===== config.mk =====
export PLATFORM = sky130hd
export DESIGN_NAME = accel_uart_sequencer
export DESIGN_NICKNAME = d
export VERILOG_FILES = /design/src/rtl/accel_seq_pkg.sv /design/src/rtl/accel_uart_sequencer_tx.sv /design/src/rtl/accel_uart_sequencer.sv
export SDC_FILE = /design/constraint.sdc
export NUM_CORES = 1
export LEC_CHECK = 0
export BUFFER_PORTS_ARGS = -buffer_cell sky130_fd_sc_hd__buf_2
export CORE_MARGIN = 5
export CORE_UTILIZATION = 40
export DETAILED_ROUTE_END_ITERATION = 8
export GPL_TIMING_DRIVEN = 0
export MAX_ROUTING_LAYER = met4
export SLEW_MARGIN = 20
export SYNTH_ARGS = -nofsm -noshare
export SYNTH_HDL_FRONTEND = slang
export SYNTH_SLANG_ARGS = --single-unit

===== constraint.sdc =====
create_clock -name CLK_50 -period 5.5 [get_ports CLK_50]
set_clock_uncertainty 0.1 [all_clocks]
set_input_delay 0 -clock CLK_50 [delete_from_list [all_inputs] [get_ports CLK_50]]
set_output_delay 0 -clock CLK_50 [all_outputs]
set_load 0.01 [all_outputs]

===== src/rtl/accel_seq_pkg.sv =====
// accel_seq_pkg: shared states, command codes and frame sizing for the accelerometer UART sequencer.
package accel_seq_pkg;
   typedef enum logic [2:0] {
      S_IDLE, S_SETTLE, S_LATCH, S_SEND, S_WAIT_HI, S_WAIT_LO, S_NEXT
   } state_e;
   localparam logic [7:0] CMD_X = 8'h78;
   localparam logic [7:0] CMD_Y = 8'h79;
   localparam logic [7:0] CMD_Z = 8'h7A;
   localparam logic [2:0] AXIS_X = 3'd0;
   localparam logic [2:0] AXIS_Y = 3'd1;
   localparam logic [2:0] AXIS_Z = 3'd2;
   localparam int MAX_FRAME = 5;
   function automatic logic is_axis_cmd(input logic [7:0] b);
      return b == CMD_X || b == CMD_Y || b == CMD_Z;
   endfunction
endpackage


===== src/rtl/accel_uart_sequencer_tx.sv =====
// tx_byte_handshake: hands one byte to the UART transmitter and waits for its busy high/low pair.
module tx_byte_handshake
   import accel_seq_pkg::*;
(
   input  logic       clk_i,
   input  logic       rst_i,
   input  logic       go_i,
   input  logic [7:0] byte_i,
   input  logic       tx_busy_i,
   output logic       tx_start_o,
   output logic [7:0] tx_data_o,
   output logic       done_o
);
   state_e hs_q, hs_d;
   logic tx_start_q, tx_start_d;
   logic [7:0] tx_data_q, tx_data_d;
   always_ff @(posedge clk_i or posedge rst_i) begin
      if (rst_i) begin
         hs_q <= S_IDLE;
         tx_start_q <= 1'b0;
         tx_data_q <= 8'h00;
      end else begin
         hs_q <= hs_d;
         tx_start_q <= tx_start_d;
         tx_data_q <= tx_data_d;
      end
   end
   always_comb begin
      hs_d = hs_q;
      case (hs_q)
         S_IDLE: hs_d = go_i ? S_SEND : S_IDLE;
         S_SEND: hs_d = tx_start_q ? S_WAIT_HI : S_SEND;
         S_WAIT_HI: hs_d = tx_busy_i ? S_WAIT_LO : S_WAIT_HI;
         S_WAIT_LO: hs_d = tx_busy_i ? S_WAIT_LO : S_IDLE;
         default: hs_d = S_IDLE;
      endcase
   end
   // start is registered for the cycle we sit in SEND, so it is raised only from an idle transmitter
   always_comb begin
      tx_start_d = hs_d == S_SEND && !tx_busy_i;
      tx_data_d = hs_q == S_IDLE && go_i ? byte_i : tx_data_q;
   end
   assign tx_start_o = tx_start_q;
   assign tx_data_o = tx_data_q;
   assign done_o = hs_q == S_WAIT_LO && !tx_busy_i;
endmodule


===== src/rtl/accel_uart_sequencer.sv =====
// accel_uart_sequencer: decodes axis commands, settles, latches the sample and streams the response frame.
// Define ACCEL_SEQ_CHECKSUM_EN to append an XOR checksum byte to ACK frames.
module accel_uart_sequencer
   import accel_seq_pkg::*;
#(
   parameter int unsigned SETTLE_CYCLES = 1024,
   parameter logic [7:0] HDR_BYTE = 8'hA5,
   parameter logic [7:0] NAK_BYTE = 8'h15
) (
   input  logic        CLK_50,
   input  logic        areset,
   input  logic [7:0]  rx_data,
   input  logic        rx_ready,
   input  logic [15:0] sample,
   input  logic        tx_busy,
   output logic        tx_start,
   output logic [7:0]  tx_data,
   output logic [2:0]  dimension,
   output logic        seq_busy,
   output logic [7:0]  drop_cnt
);
   localparam int CW = SETTLE_CYCLES > 1 ? $clog2(SETTLE_CYCLES) : 1;
`ifdef ACCEL_SEQ_CHECKSUM_EN
   localparam logic [2:0] ACK_LEN = 3'(MAX_FRAME);
`else
   localparam logic [2:0] ACK_LEN = 3'(MAX_FRAME - 1);
`endif
   state_e state_q, state_d;
   logic [2:0] dim_q, dim_d, idx_q, idx_d, cmd_dim, len;
   logic [CW-1:0] cnt_q, cnt_d;
   logic nak_q, nak_d, take, go, done;
   logic [15:0] sample_q, sample_d;
   logic [7:0] drop_q, drop_d, axis_chr, chk, byte_sel;
   always_ff @(posedge CLK_50 or posedge areset) begin
      if (areset) begin
         state_q <= S_IDLE;
         dim_q <= AXIS_X;
         cnt_q <= '0;
         idx_q <= '0;
         nak_q <= 1'b0;
         sample_q <= '0;
         drop_q <= '0;
      end else begin
         state_q <= state_d;
         dim_q <= dim_d;
         cnt_q <= cnt_d;
         idx_q <= idx_d;
         nak_q <= nak_d;
         sample_q <= sample_d;
         drop_q <= drop_d;
      end
   end
   assign take = state_q == S_IDLE && rx_ready;
   assign cmd_dim = 3'(rx_data - CMD_X);
   assign len = nak_q ? 3'd1 : ACK_LEN;
   always_comb begin
      state_d = state_q;
      case (state_q)
         S_IDLE: state_d = !take ? S_IDLE : !is_axis_cmd(rx_data) ? S_SEND : cmd_dim != dim_q ? S_SETTLE : S_LATCH;
         S_SETTLE: state_d = cnt_q == '0 ? S_LATCH : S_SETTLE;
         S_LATCH: state_d = S_SEND;
         S_SEND: state_d = done ? S_NEXT : S_SEND;
         S_NEXT: state_d = idx_q == len - 3'd1 ? S_IDLE : S_SEND;
         default: state_d = S_IDLE;
      endcase
   end
   always_comb begin
      dim_d = take && is_axis_cmd(rx_data) ? cmd_dim : dim_q;
      nak_d = take ? !is_axis_cmd(rx_data) : nak_q;
      cnt_d = state_q == S_SETTLE ? cnt_q - CW'(1) : CW'(SETTLE_CYCLES - 1);
      idx_d = state_q != S_NEXT ? idx_q : state_d == S_IDLE ? 3'd0 : idx_q + 3'd1;
      sample_d = state_q == S_LATCH ? sample : sample_q;
      drop_d = rx_ready && state_q != S_IDLE && drop_q != 8'hFF ? drop_q + 8'd1 : drop_q;
   end
   // frame bytes are derived from the latched sample and axis rather than stored separately
   assign axis_chr = CMD_X + {5'd0, dim_q};
`ifdef ACCEL_SEQ_CHECKSUM_EN
   assign chk = axis_chr ^ sample_q[7:0] ^ sample_q[15:8];
`else
   assign chk = 8'h00;
`endif
   always_comb begin
      go = state_d == S_SEND && state_q != S_SEND;
      byte_sel = nak_d ? NAK_BYTE : idx_d == 3'd0 ? HDR_BYTE : idx_d == 3'd1 ? axis_chr :
                 idx_d == 3'd2 ? sample_q[7:0] : idx_d == 3'd3 ? sample_q[15:8] : chk;
   end
   assign dimension = dim_q;
   assign seq_busy = state_q != S_IDLE;
   assign drop_cnt = drop_q;
   tx_byte_handshake u_hs (
      .clk_i(CLK_50),
      .rst_i(areset),
      .go_i(go),
      .byte_i(byte_sel),
      .tx_busy_i(tx_busy),
      .tx_start_o(tx_start),
      .tx_data_o(tx_data),
      .done_o(done)
   );
endmodule


==> impl_metrics.yaml <==
status:
  status: "finished, final reports clean"
timing:
  fmax_ghz: 0.4006
  final-max-slew-violation-count: 0
  rsz0062_at_grt: "no"
  finalSetupTns_ps: 0
  setup_viol: 0
  relSlewSlack_pct: 46.09
  final_hold_viol_count: 0
  worst_pin_slew_ps: 808.7
  fin_ws_ps: 3004
  finalCritPeriodShare_pct: 45.38
  final.min_clock_period_ps: 2496
synthesis:
  yosysUniqueCellTypes: 49
  synth_warnings: 0
  ys_ff_latch: 56
  synth_async_sr_flop_share_pct: 100.0
  synth_fp_nets: 272
  synth_edf_count: 0
  netlist_instances: 241
  netlist_area_um2: 2754
  synth-main-ff-cell: "dfrtp_1"
  avgSynthCellArea_um2: 11.43
  ys_seq_area_share_pct: 50.89
critical_path:
  worst_setup_path_start_kind: "register"
  critical_path.max_stage_delay_ps: 700
  cp.arrival_ps: 2600
  path_cells: "buf_2, nor4b_2, nor3_2, a32oi_1, o221ai_1, mux2_4"
  worstPathMaxFanout: 8
  crit_type: "register to register"
  cp_data_required_time_ps: 5600
  crit_buf_inv: 1
  end_kind: "register"
  crit_path_top_delay_cell: "a32oi_1"
  crit_family: "compound AO/OA/AOI/OAI gates"
floorplan:
  initial_core_util_pct: 40.76
  coreArea_um2: 6756
  rows: 30
  die_y_um: 92.98
  die-area_um2: 8644
  ioPinCount: 49
  die_w_um: 92.98
cells_and_area:
  n_fill_cell: 655
  area_growth_pct: 22.67
  num_antenna_cells: 0
  final_nets: 347
  regArea_um2: 1401
  drive_gt1_share_pct: 30.06
  multi_input_area_um2: 1252
pwr:
  power_density_nw_per_um2: 240.2
  power_switching_uw: 225.3
  p_leak_uw: 0.001607
  power_frac_comb_pct: 14.8
  ir_worst_vdd_v: 0.00009396
  p_int_uw: 586.3
  switching_share_pct: 27.75
  seqPwrFrac_pct: 57.8
  finalPower_uw: 811.6
  power.share.clock_pct: 27.4
clocking:
  clk_latency_ps: 310
  cts-root-buf: "clkbuf_8"
  clkSinkCount: 56
  numCtsBuffers: 5
  path_clk_slew_ps: 100
  post_cts_buffers: 0
  cts_tree: "yes"
  clockBufferDepth: 2
  cts.htree.levels: 2
global_route:
  grt_first_pass_wirelength_um: 10080
  grt_max_degree: 57
  grt_usage_pct: 14.94
  globalRouteOverflowTotal: 0
  antenna_found_initial: 0
  first_global_vias: 2147
job:
  cap_viol_max_count: 0
drt:
  finalWirelength_um: 5790
  vias: 2061
  avgViaCountPerCell: 5.205
  drc: 0
  initialDrtViolationCount: 90
  dr.pass1.iters: 4
  wl_per_cell_um: 14.62
  postRouteAntennaNets: 0
placement:
  place_hpwl_um: 4161
  dp_slack_ps: 3029
  placement.io_buffers: 48
  gp_congestion: 0.7938
hold_path:
  min_path_type: "input pin to register"
## cells in the mapped netlist, drive strengths merged (2+ instances only)
cell type  count  area (µm²)
o41ai          2       17.52
nor3b          3       22.52
mux2          22       255.3
nor2          10       45.04
inv           17       63.81
ha             3       37.54
a21oi          7       35.03
nand3         11       55.05
o221ai         3       26.28
and3           3       18.77
nand2b         2       12.51
xor2           5       43.79
o21ai         15       78.83
buf            4       32.53
nor2b          2       12.51
nand4b         2       17.52
nor3           6       40.04
a31oi          2       12.51
a211oi         2       20.02
nand4          5       31.28
mux2i          8       80.08
or3            6       37.54
nand2         16       60.06
xnor2         10       87.58
and2           2       12.51
nor4b          3       62.56
dfrtp         56        1401
## flip-flops by register name (all words and copies together), names as in the netlist
signal,count
u_hs.hs_q,3
state_q,3
nak_q,1
drop_cnt,8
sample_q,16
idx_q,3
u_hs.tx_start_o,1
dimension,3
cnt_q,10
u_hs.tx_data_o,8
## cell type report
type                       instances  share of cell area [%]
multi-input combinational        163                   37.07
timing repair buffer              68                   13.04
sequential                        56                   41.48
clock buffer                       5                   2.037
inverter                          17                   1.963
clock inverter                     2                  0.3704
tap                               80                   2.963
buffer                             5                   1.074
## stage by stage
stage	std cells	hold slack, ps	utilization [%]	instance area (µm²)
after global placement	369	90.96	45.80	3094
after detailed placement	369	69.96	45.83	3097
final	396	84.89	50.00	3378
after CTS	396	89.61	50.00	3378
after global routing	396	117.8	50.00	3378
after floorplan	241	-36.86	-	2754
## cells by family (layout without fill, tap and decap cells)
| group | Yosys count | in the layout | share of synthesized area (%) |
|---|---|---|---|
| adder cells (fa/ha/maj) | 3 | 3 | 1.363 |
| flip-flops | 56 | 56 | 50.89 |
| buffers and inverters | 22 | 97 | 3.634 |
| AND/OR/NAND/NOR | 78 | 78 | 17.90 |
| multiplexers | 30 | 30 | 12.18 |
| AO/OA/AOI/OAI | 37 | 37 | 9.269 |
| XOR/XNOR | 15 | 15 | 4.770 |
## worst reg2reg max path, stage by stage, from the launching register on
cell      delay [ps]
dfrtp_1          370
buf_2            160
nor4b_2          380
nor3_2           130
a32oi_1          700
o221ai_1         240
mux2_4           300
## final timing paths
kind | from | depth (start not counted) | endpoint | slack, ps
max in group asynchronous | areset | 3 | state_q[1] | 4600
setup / recovery | idx_q[2] | 6 | u_hs.tx_data_o[0] | 3000
setup reg to reg | idx_q[2] | 6 | u_hs.tx_data_o[0] | 3000
min in group asynchronous | areset | 3 | u_hs.tx_start_o | 240
hold reg to reg | cnt_q[0] | 1 | cnt_q[0] | 370
hold / removal | rx_ready | 4 | state_q[0] | 80
## layout by cell type, fill, tap and decap left out, types with 3 or more instances in the layout
master and n:
a21oi_1 7, and3_1 3, buf_2 50, clkbuf_8 5
dfrtp_1 56, dlygate4sd3_1 20, ha_1 3, inv_1 15
mux2_2 20, mux2i_1 8, nand2_1 16, nand3_1 11
nand4_1 5, nor2_1 9, nor3_1 4, nor3b_1 3
o21ai_0 14, o221ai_1 3, or3_1 6, xnor2_1 10
xor2_1 5
## per-layer routing
layer | share of wire [%] | global-route usage, %
met1 | 48 | 20.27
met4 | 1.7 | 5.006
met3 | 3.5 | 3.138
met5 | 0 | -
met2 | 47 | 22.44
## power groups by stage
stage                     Sequential [µW]  Combinational [µW]  Clock (µW)
after floorplan                       483                53.9           0
after global placement                476                 110           0
after detailed placement              477                 112           0
after CTS                             469                 123         230
after global routing                  474                 135         241
final                                 469                 120         223
## what timing repair did
action                                 CTS  global route
endpoints found under the hold margin   78             0
hold buffers                            20             0
resized for setup                        0             0
Power figures use the tool's default switching activity.
